[src/rtl/scan_pkg.sv]
// Shared definitions for the bit-scan controller.
//   SCAN_BITS   - frame width (one bit per mux input)
//   SCAN_IDX_W  - width of the mux select index
//   SCAN_CNT_W  - width of the settle down-counter (covers SETTLE up to 15)
//   scan_state_e - controller FSM states
package scan_pkg;

  localparam int unsigned SCAN_BITS  = 8;
  localparam int unsigned SCAN_IDX_W = 3;
  localparam int unsigned SCAN_CNT_W = 4;

  typedef enum logic [1:0] {
    StIdle,
    StSettle,
    StSample,
    StDone
  } scan_state_e;

endpackage

[src/rtl/scan_settle_cnt.sv]
// Loadable settle down-counter.
// Ports:
//   clk_i      - clock, rising edge
//   reset_i    - asynchronous active-high reset
//   load_i     - load load_val_i (takes priority over dec_i)
//   load_val_i - value to load
//   dec_i      - decrement by one, saturating at zero
//   zero_o     - counter currently holds zero
module scan_settle_cnt
  import scan_pkg::*;
(
  input  logic                  clk_i,
  input  logic                  reset_i,
  input  logic                  load_i,
  input  logic [SCAN_CNT_W-1:0] load_val_i,
  input  logic                  dec_i,
  output logic                  zero_o
);

  logic [SCAN_CNT_W-1:0] cnt_q, cnt_d;

  always_comb begin
    cnt_d = cnt_q;
    if (load_i) begin
      cnt_d = load_val_i;
    end else if (dec_i && (cnt_q != '0)) begin
      cnt_d = cnt_q - SCAN_CNT_W'(1);
    end
  end

  always_ff @(posedge clk_i or posedge reset_i) begin
    if (reset_i) begin
      cnt_q <= '0;
    end else begin
      cnt_q <= cnt_d;
    end
  end

  assign zero_o = (cnt_q == '0);

endmodule

[src/rtl/bit_scan_ctrl.sv]
// Scans an external 8:1 tristate mux one input at a time and assembles the eight
// samples into a frame handed off with a valid/ready handshake.
// Parameter:
//   SETTLE   - settle cycles per bit after the select lines change (1..15)
// Ports:
//   clk      - clock, rising edge
//   reset    - asynchronous active-high reset
//   start    - request one frame scan (accepted only when idle)
//   mux_y    - true output of the mux
//   mux_w    - complement output of the mux
//   ready    - consumer accepts data_out
//   sel_a/b/c - mux select, index = {sel_a, sel_b, sel_c}
//   g_n      - mux enable, active low
//   data_out - assembled frame, bit i sampled at index i
//   valid    - data_out holds a complete frame
//   busy     - controller not idle
//   err      - complement-mismatch flag for the current frame
// Build option:
//   SCAN_WCHECK_EN - when defined, err goes sticky for the frame whenever
//                    mux_w equals mux_y at a sample; otherwise err is 0.
module bit_scan_ctrl
  import scan_pkg::*;
#(
  parameter int unsigned SETTLE = 2
) (
  input  logic                 clk,
  input  logic                 reset,
  input  logic                 start,
  input  logic                 mux_y,
  input  logic                 mux_w,
  input  logic                 ready,
  output logic                 sel_a,
  output logic                 sel_b,
  output logic                 sel_c,
  output logic                 g_n,
  output logic [SCAN_BITS-1:0] data_out,
  output logic                 valid,
  output logic                 busy,
  output logic                 err
);

  localparam logic [SCAN_CNT_W-1:0] SettleLoad = SCAN_CNT_W'(SETTLE - 1);
  localparam logic [SCAN_IDX_W-1:0] LastIdx    = SCAN_IDX_W'(SCAN_BITS - 1);

  scan_state_e           state_q, state_d;
  logic [SCAN_IDX_W-1:0] idx_q, idx_d;
  logic [SCAN_BITS-1:0]  data_q, data_d;
  logic                  err_q, err_d;

  logic cnt_load;
  logic cnt_dec;
  logic cnt_zero;
  logic w_mismatch;

`ifdef SCAN_WCHECK_EN
  assign w_mismatch = (mux_w == mux_y);
`else
  logic unused_mux_w;
  assign unused_mux_w = mux_w;
  assign w_mismatch   = 1'b0;
`endif

  scan_settle_cnt u_settle_cnt (
    .clk_i      (clk),
    .reset_i    (reset),
    .load_i     (cnt_load),
    .load_val_i (SettleLoad),
    .dec_i      (cnt_dec),
    .zero_o     (cnt_zero)
  );

  always_comb begin
    state_d  = state_q;
    idx_d    = idx_q;
    data_d   = data_q;
    err_d    = err_q;
    cnt_load = 1'b0;
    cnt_dec  = 1'b0;

    unique case (state_q)
      StIdle: begin
        if (start) begin
          state_d  = StSettle;
          idx_d    = '0;
          err_d    = 1'b0;
          cnt_load = 1'b1;
        end
      end
      StSettle: begin
        cnt_dec = 1'b1;
        // Counter was loaded with SETTLE-1, so zero marks the last settle cycle.
        if (cnt_zero) begin
          state_d = StSample;
        end
      end
      StSample: begin
        data_d[idx_q] = mux_y;
        if (w_mismatch) begin
          err_d = 1'b1;
        end
        if (idx_q == LastIdx) begin
          state_d = StDone;
        end else begin
          idx_d    = idx_q + SCAN_IDX_W'(1);
          state_d  = StSettle;
          cnt_load = 1'b1;
        end
      end
      StDone: begin
        // start is deliberately ignored here, even on the handshake edge.
        if (ready) begin
          state_d = StIdle;
        end
      end
      default: begin
        state_d = StIdle;
      end
    endcase
  end

  always_ff @(posedge clk or posedge reset) begin
    if (reset) begin
      state_q <= StIdle;
      idx_q   <= '0;
      data_q  <= '0;
      err_q   <= 1'b0;
    end else begin
      state_q <= state_d;
      idx_q   <= idx_d;
      data_q  <= data_d;
      err_q   <= err_d;
    end
  end

  // Outputs decode the registered state, so reset reaches them without a clock edge.
  assign {sel_a, sel_b, sel_c} = idx_q;
  assign g_n      = !((state_q == StSettle) || (state_q == StSample));
  assign data_out = data_q;
  assign valid    = (state_q == StDone);
  assign busy     = (state_q != StIdle);
  assign err      = err_q;

endmodule
[config.mk]
export PLATFORM = sky130hd
export DESIGN_NAME = bit_scan_ctrl
export DESIGN_NICKNAME = d
export VERILOG_FILES = /design/src/rtl/scan_pkg.sv /design/src/rtl/scan_settle_cnt.sv /design/src/rtl/bit_scan_ctrl.sv
export SDC_FILE = /design/constraint.sdc
export NUM_CORES = 1
export LEC_CHECK = 0
export CORE_MARGIN = 3
export CORE_UTILIZATION = 55
export DETAILED_ROUTE_END_ITERATION = 8
export DONT_BUFFER_PORTS = 1
export HOLD_SLACK_MARGIN = 0.12
export PLACE_DENSITY = 0.7
export SLEW_MARGIN = 5
export SYNTH_ARGS = -nofsm -noshare
export SYNTH_HDL_FRONTEND = slang
export SYNTH_SLANG_ARGS = --single-unit
[constraint.sdc]
create_clock -name clk -period 1.96 [get_ports clk]
set_clock_uncertainty 0.05 [all_clocks]
set_input_delay 0.196 -clock clk [delete_from_list [all_inputs] [get_ports clk]]
set_output_delay 0.196 -clock clk [all_outputs]
set_load 0.01 [all_outputs]
; Word-level counts from Yosys, hierarchy flattened
; Cells that the tools add are included.
; Widths: inputs -> output; s select.
[word_totals]
reg_bits = 17
elab_cells = 45
output_inout_bits = 15
[op_classes]
mux = 17
n_reduce_logical = 12
add_sub_neg = 2
eq_ne = 8
order_cmp = 2
[ops]
columns = cell, count
row1 = $bwmux 8, 1
row2 = $mux 2, 4
row3 = $mux 4, 2
row4 = $ne 2x2->1 const B, 4
row5 = $pmux 2 s4, 1
row6 = $mux 3, 2
row7 = $pmux 3 s2, 1
row8 = $reduce_and 3->1, 2
row9 = $reduce_bool 2->1, 3
row10 = $eq 2x2->1 const B, 2
row11 = $logic_not 4->1, 1
row12 = $lt 3x4->1 const B, 1
row13 = $mux 1, 4
row14 = $reduce_bool 4->1, 1
row15 = $sub 4x1->4 const B, 1
row16 = $add 3x1->3 const B, 1
row17 = $demux 1 s3, 1
row18 = $eq 3x3->1 const B, 1
row19 = $ge 3x1->1 const B, 1
row20 = $eq 2x1->1 const B, 1
row21 = $logic_and 1x1->1, 2
row22 = $logic_not 2->1, 1
row23 = $pmux 1 s2, 1
row24 = $logic_not 1->1, 1
row25 = $logic_or 1x1->1, 1

; Longest topological paths before layout
[depth]
ltp_word = 5
ltp_mapped = 6

; Modules after synthesis
; A second synthesis with hierarchy kept.
[unflattened]
cells_unflattened = 104
area_unflattened_um2 = 1056.0
[by_module_without_submodules]
columns = module, cells_per_inst, area_per_inst_um2, n_inst, seq_area_each_um2
row1 = bit_scan_ctrl, 76, 794.5, 1, 325.3
row2 = scan_settle_cnt, 28, 261.5, 1, 100.1

; Least setup slack after synthesis
; Ideal clock, no wire load.
[synth_timing]
path_type = register -> register
from = register state_q[0]
to = register data_q[2] (netlist: data_out[2])
slack_ns = 0.355
setup_ns = 0.125
t_arrival_ns = 1.430
t_required_ns = 1.785
stages_incl_launch_ff = 6
path_cell_list = dfrtp_1 inv_1 ha_1 nand2b_1 nor3b_1 mux2_2
[synth_via]
elab_chain_len = 1
[synth_lines]
columns = element, line
row1 = "start, declared", bit_scan_ctrl.sv:45  ; scan_state_e state_q, state_d;
row2 = "start signal, assigned", bit_scan_ctrl.sv:123  ; state_q <= StIdle;
row3 = "start signal, assigned", bit_scan_ctrl.sv:128  ; state_q <= state_d;
row4 = $eq 2x2->1, bit_scan_ctrl.sv:80  ; unique case (state_q)
row5 = "end signal, assigned", bit_scan_ctrl.sv:130  ; data_q <= data_d;
row6 = "end, declared", bit_scan_ctrl.sv:47  ; logic [SCAN_BITS-1:0] data_q, data_d;
; Every way passes these cells.
; A chain may end at the register's enable or synchronous reset.

; Final worst setup path
[layout_timing]
from = register u_settle_cnt.cnt_q[0]
to = register state_q[1]
[layout_via]
elab_chain_len = 3
[layout_lines]
columns = element, line
row1 = "start, declared", scan_settle_cnt.sv:20  ; logic [SCAN_CNT_W-1:0] cnt_q, cnt_d;
row2 = "start signal, assigned", scan_settle_cnt.sv:35  ; cnt_q <= cnt_d;
row3 = $logic_not 4->1, scan_settle_cnt.sv:39  ; assign zero_o = (cnt_q == '0);
row4 = $ne 2x2->1 (no line), n/a
row5 = $reduce_and 3->1 (no line), n/a
; Every way passes these cells.

==> results.py <==
metrics = {
    "power_and_ir_drop": {
        "ir_worst_vdd_uv": 784,
        "power_leakage_nw": 0.481,
        "powerDensity_mw_per_mm2": 1550,
    },
    "synthesis": {
        "synth-main-ff-cell": "dfrtp_1",
        "seq_area_frac_synth_pct": 44.1,
        "synth_enable_flop_cells": 0,
        "syn-cell-area_sq_um": 965,
        "yosys_warnings": 0,
        "syn_inst": 94,
        "async_flop_share_pct": 100,
        "synth_cell_type_count": 26,
        "syn_avg_cell_area_sq_um": 10.3,
        "ys_ff_latch": 17,
        "synth_nets": 109,
    },
    "critical_path": {
        "crit_path_cell_trace": "inv_1 -> ha_1 -> or3b_4 -> a221oi_4 -> a21oi_1 -> a31oi_1",
        "start_kind": "register",
        "crit_fanout": 4,
        "crit_required_ns": 2.11,
        "crit_path_end_kind": "register",
        "worstPathArrival_ns": 1.90,
        "crit_slowest_cell": "or3b_4",
        "crit_type": "reg -> reg",
        "slowest_delay_ns": 0.40,
    },
    "route": {
        "postRouteAntennaNets": 0,
        "vias": 658,
        "routed-wl-met3_um": 109,
        "route.top_layer_used": "met4",
        "via_per_inst": 5.72,
        "drtPass1Iterations": 4,
        "wl_met1_um": 750,
        "routed_wire_length_per_instance_um": 14.1,
        "drt_wl_total_um": 1620,
        "drc": 0,
        "drt-initial-drc-count": 23,
        "met2_length_um": 759,
    },
    "final_layout": {
        "final_nets": 115,
        "diodes": 0,
        "syn2layout_area_growth_pct": 7.26,
        "drive_gt1_share_pct": 17.2,
        "layout_commonest_cell": "dfrtp_1",
        "layout_common_cells": "17 x dfrtp_1, 9 x inv_1, 9 x ha_1",
    },
    "clock_network": {
        "cts_max_level": 1,
        "numClockSinks": 17,
        "cts_max_path_buffers": 2,
        "cts_buffers": 3,
        "cts_root_buf": "clkbuf_4",
        "cts_tree": "yes",
        "clock_latency_ns": 0.28,
        "clkTransAtPathRegs_ns": 0.10,
    },
    "timing": {
        "fmax_mhz": 569,
        "fin_crit_ns": 1.76,
        "relSlewSlack_pct": 56.5,
        "slew_viol_final": 0,
        "tightest_slew_ns": 0.652,
        "rsz0062_at_grt": "no",
        "finalSetupViolCount": 0,
        "hold_violations": 0,
        "fin_crit_sh_pct": 89.6,
        "layout_setup_ws_ns": 0.204,
        "finalSetupTns_ns": 0,
    },
    "run": {
        "maxCapViolations": 0,
    },
    "global_routing": {
        "grt_pass1_vias": 641,
        "grt_max_degree": 18,
        "track_usage_pct": 16.6,
        "antenna_found_initial": 0,
        "overflow": 0,
        "grt_pass1_wl_um": 2680,
    },
    "floorplanning": {
        "core-area_sq_mm": 0.00158,
        "die_y_um": 47.9,
        "die_w_um": 47.9,
        "rows": 14,
        "io_pins": 21,
        "initial_core_util_pct": 61.2,
        "dieArea_sq_mm": 0.00229,
    },
    "min_path": {
        "hold_class": "in -> reg",
    },
    "placement": {
        "place_ws_ns": 0.241,
        "gp_congestion": 0.810,
        "place_hpwl_um": 1230,
        "port_buffers": 0,
    },
    "status": {
        "status": "finished clean",
    },
}
-- timing repair --
| action | 4_1_cts | 5_1_grt |
|---|---|---|
| gates resized for setup | 0 | 0 |
| hold buffers | 2 | 0 |
| buffers inserted | 0 | 0 |
| endpoints found under the hold margin | 25 | 0 |
-- worst max-delay path, delay by kind of cell (launching register included) --
family                   cells  cell delay (ns)
buffers and inverters        1             0.11
AND/OR/NAND/NOR              1             0.40
AO/OA/AOI/OAI                3             0.57
adder cells (fa/ha/maj)      1             0.15
flip-flops                   1             0.39
-- cell type report --
cell class,count,area (sq um)
Fill cell,132,542
Multi-Input combinational cell,64,487
Sequential cell,17,425
Timing Repair Buffer,5,42.5
Inverter,9,33.8
Clock buffer,4,26.3
Tap cell,16,20.0
-- synthesized netlist by cell type, drive strengths merged (2+ instances only) --
master	instances	area, sq um
a21oi	3	15.0
a22oi	2	15.0
clkbuf	3	11.3
dfrtp	17	425
ha	9	113
inv	9	33.8
mux2	8	90.1
nand2	8	30.0
nand2b	2	12.5
nand3	3	15.0
nand4b	2	17.5
nor2	5	18.8
nor3	3	15.0
nor3b	2	15.0
o21ai	6	30.0
xor2	2	17.5
-- per-layer routing --
metal  up-vias  global-route usage (%)
met5         -                       0
met4         0                    4.84
met3         2                    4.89
met2        16                    25.1
met1       311                    22.8
li1        329                       -
-- final timing paths --
path | end | startpoint | slack [ns] | cells past startpoint
max in group asynchronous | data_out[2] | reset | 1.05 | 2
max reg2reg | state_q[1] | u_settle_cnt.cnt_q[0] | 0.20 | 6
min reg2reg | u_settle_cnt.cnt_q[1] | u_settle_cnt.cnt_q[1] | 0.50 | 2
max | state_q[1] | u_settle_cnt.cnt_q[0] | 0.20 | 6
min in group asynchronous | state_q[0] | reset | 0.39 | 2
min | u_settle_cnt.cnt_q[1] | start | 0.17 | 3
-- registers in the layout, summed over array words and instances (netlist names) --
register            flops
data_out                8
idx_q                   3
state_q                 2
u_settle_cnt.cnt_q      4
-- per-stage QoR --
step	utilization [%]	hold WS (ns)	total power [mW]	std cells	instance area (sq um)
after global routing	65.6	0.176	1.75	115	1030
final	65.6	0.174	1.60	115	1030
after floorplan	-	0.0721	1.26	94	965
after CTS	65.6	0.167	1.62	115	1030
after global placement	62.7	0.155	1.39	109	988
after detailed placement	62.7	0.161	1.42	109	988
-- power breakdown --
group          switching [mW]  leakage (nW)  internal (mW)
clock                   0.102        0.0150         0.0789
combinational           0.404         0.252          0.337
sequential              0.174         0.214          0.503
-- logic make-up after synthesis --
logic type | count (synthesis) | share of synthesized area [%]
AOI/OAI and AO/OA | 14 | 10.4
xor gates and xnor gates | 3 | 2.72
adders and majority gates | 9 | 11.7
buffers and inverters | 13 | 5.45
DFF | 17 | 44.1
muxes | 8 | 9.34
other | 1 | 0.389
and+or+nand+nor | 29 | 16.0
No activity file was read; power rests on OpenSTA's default activity.
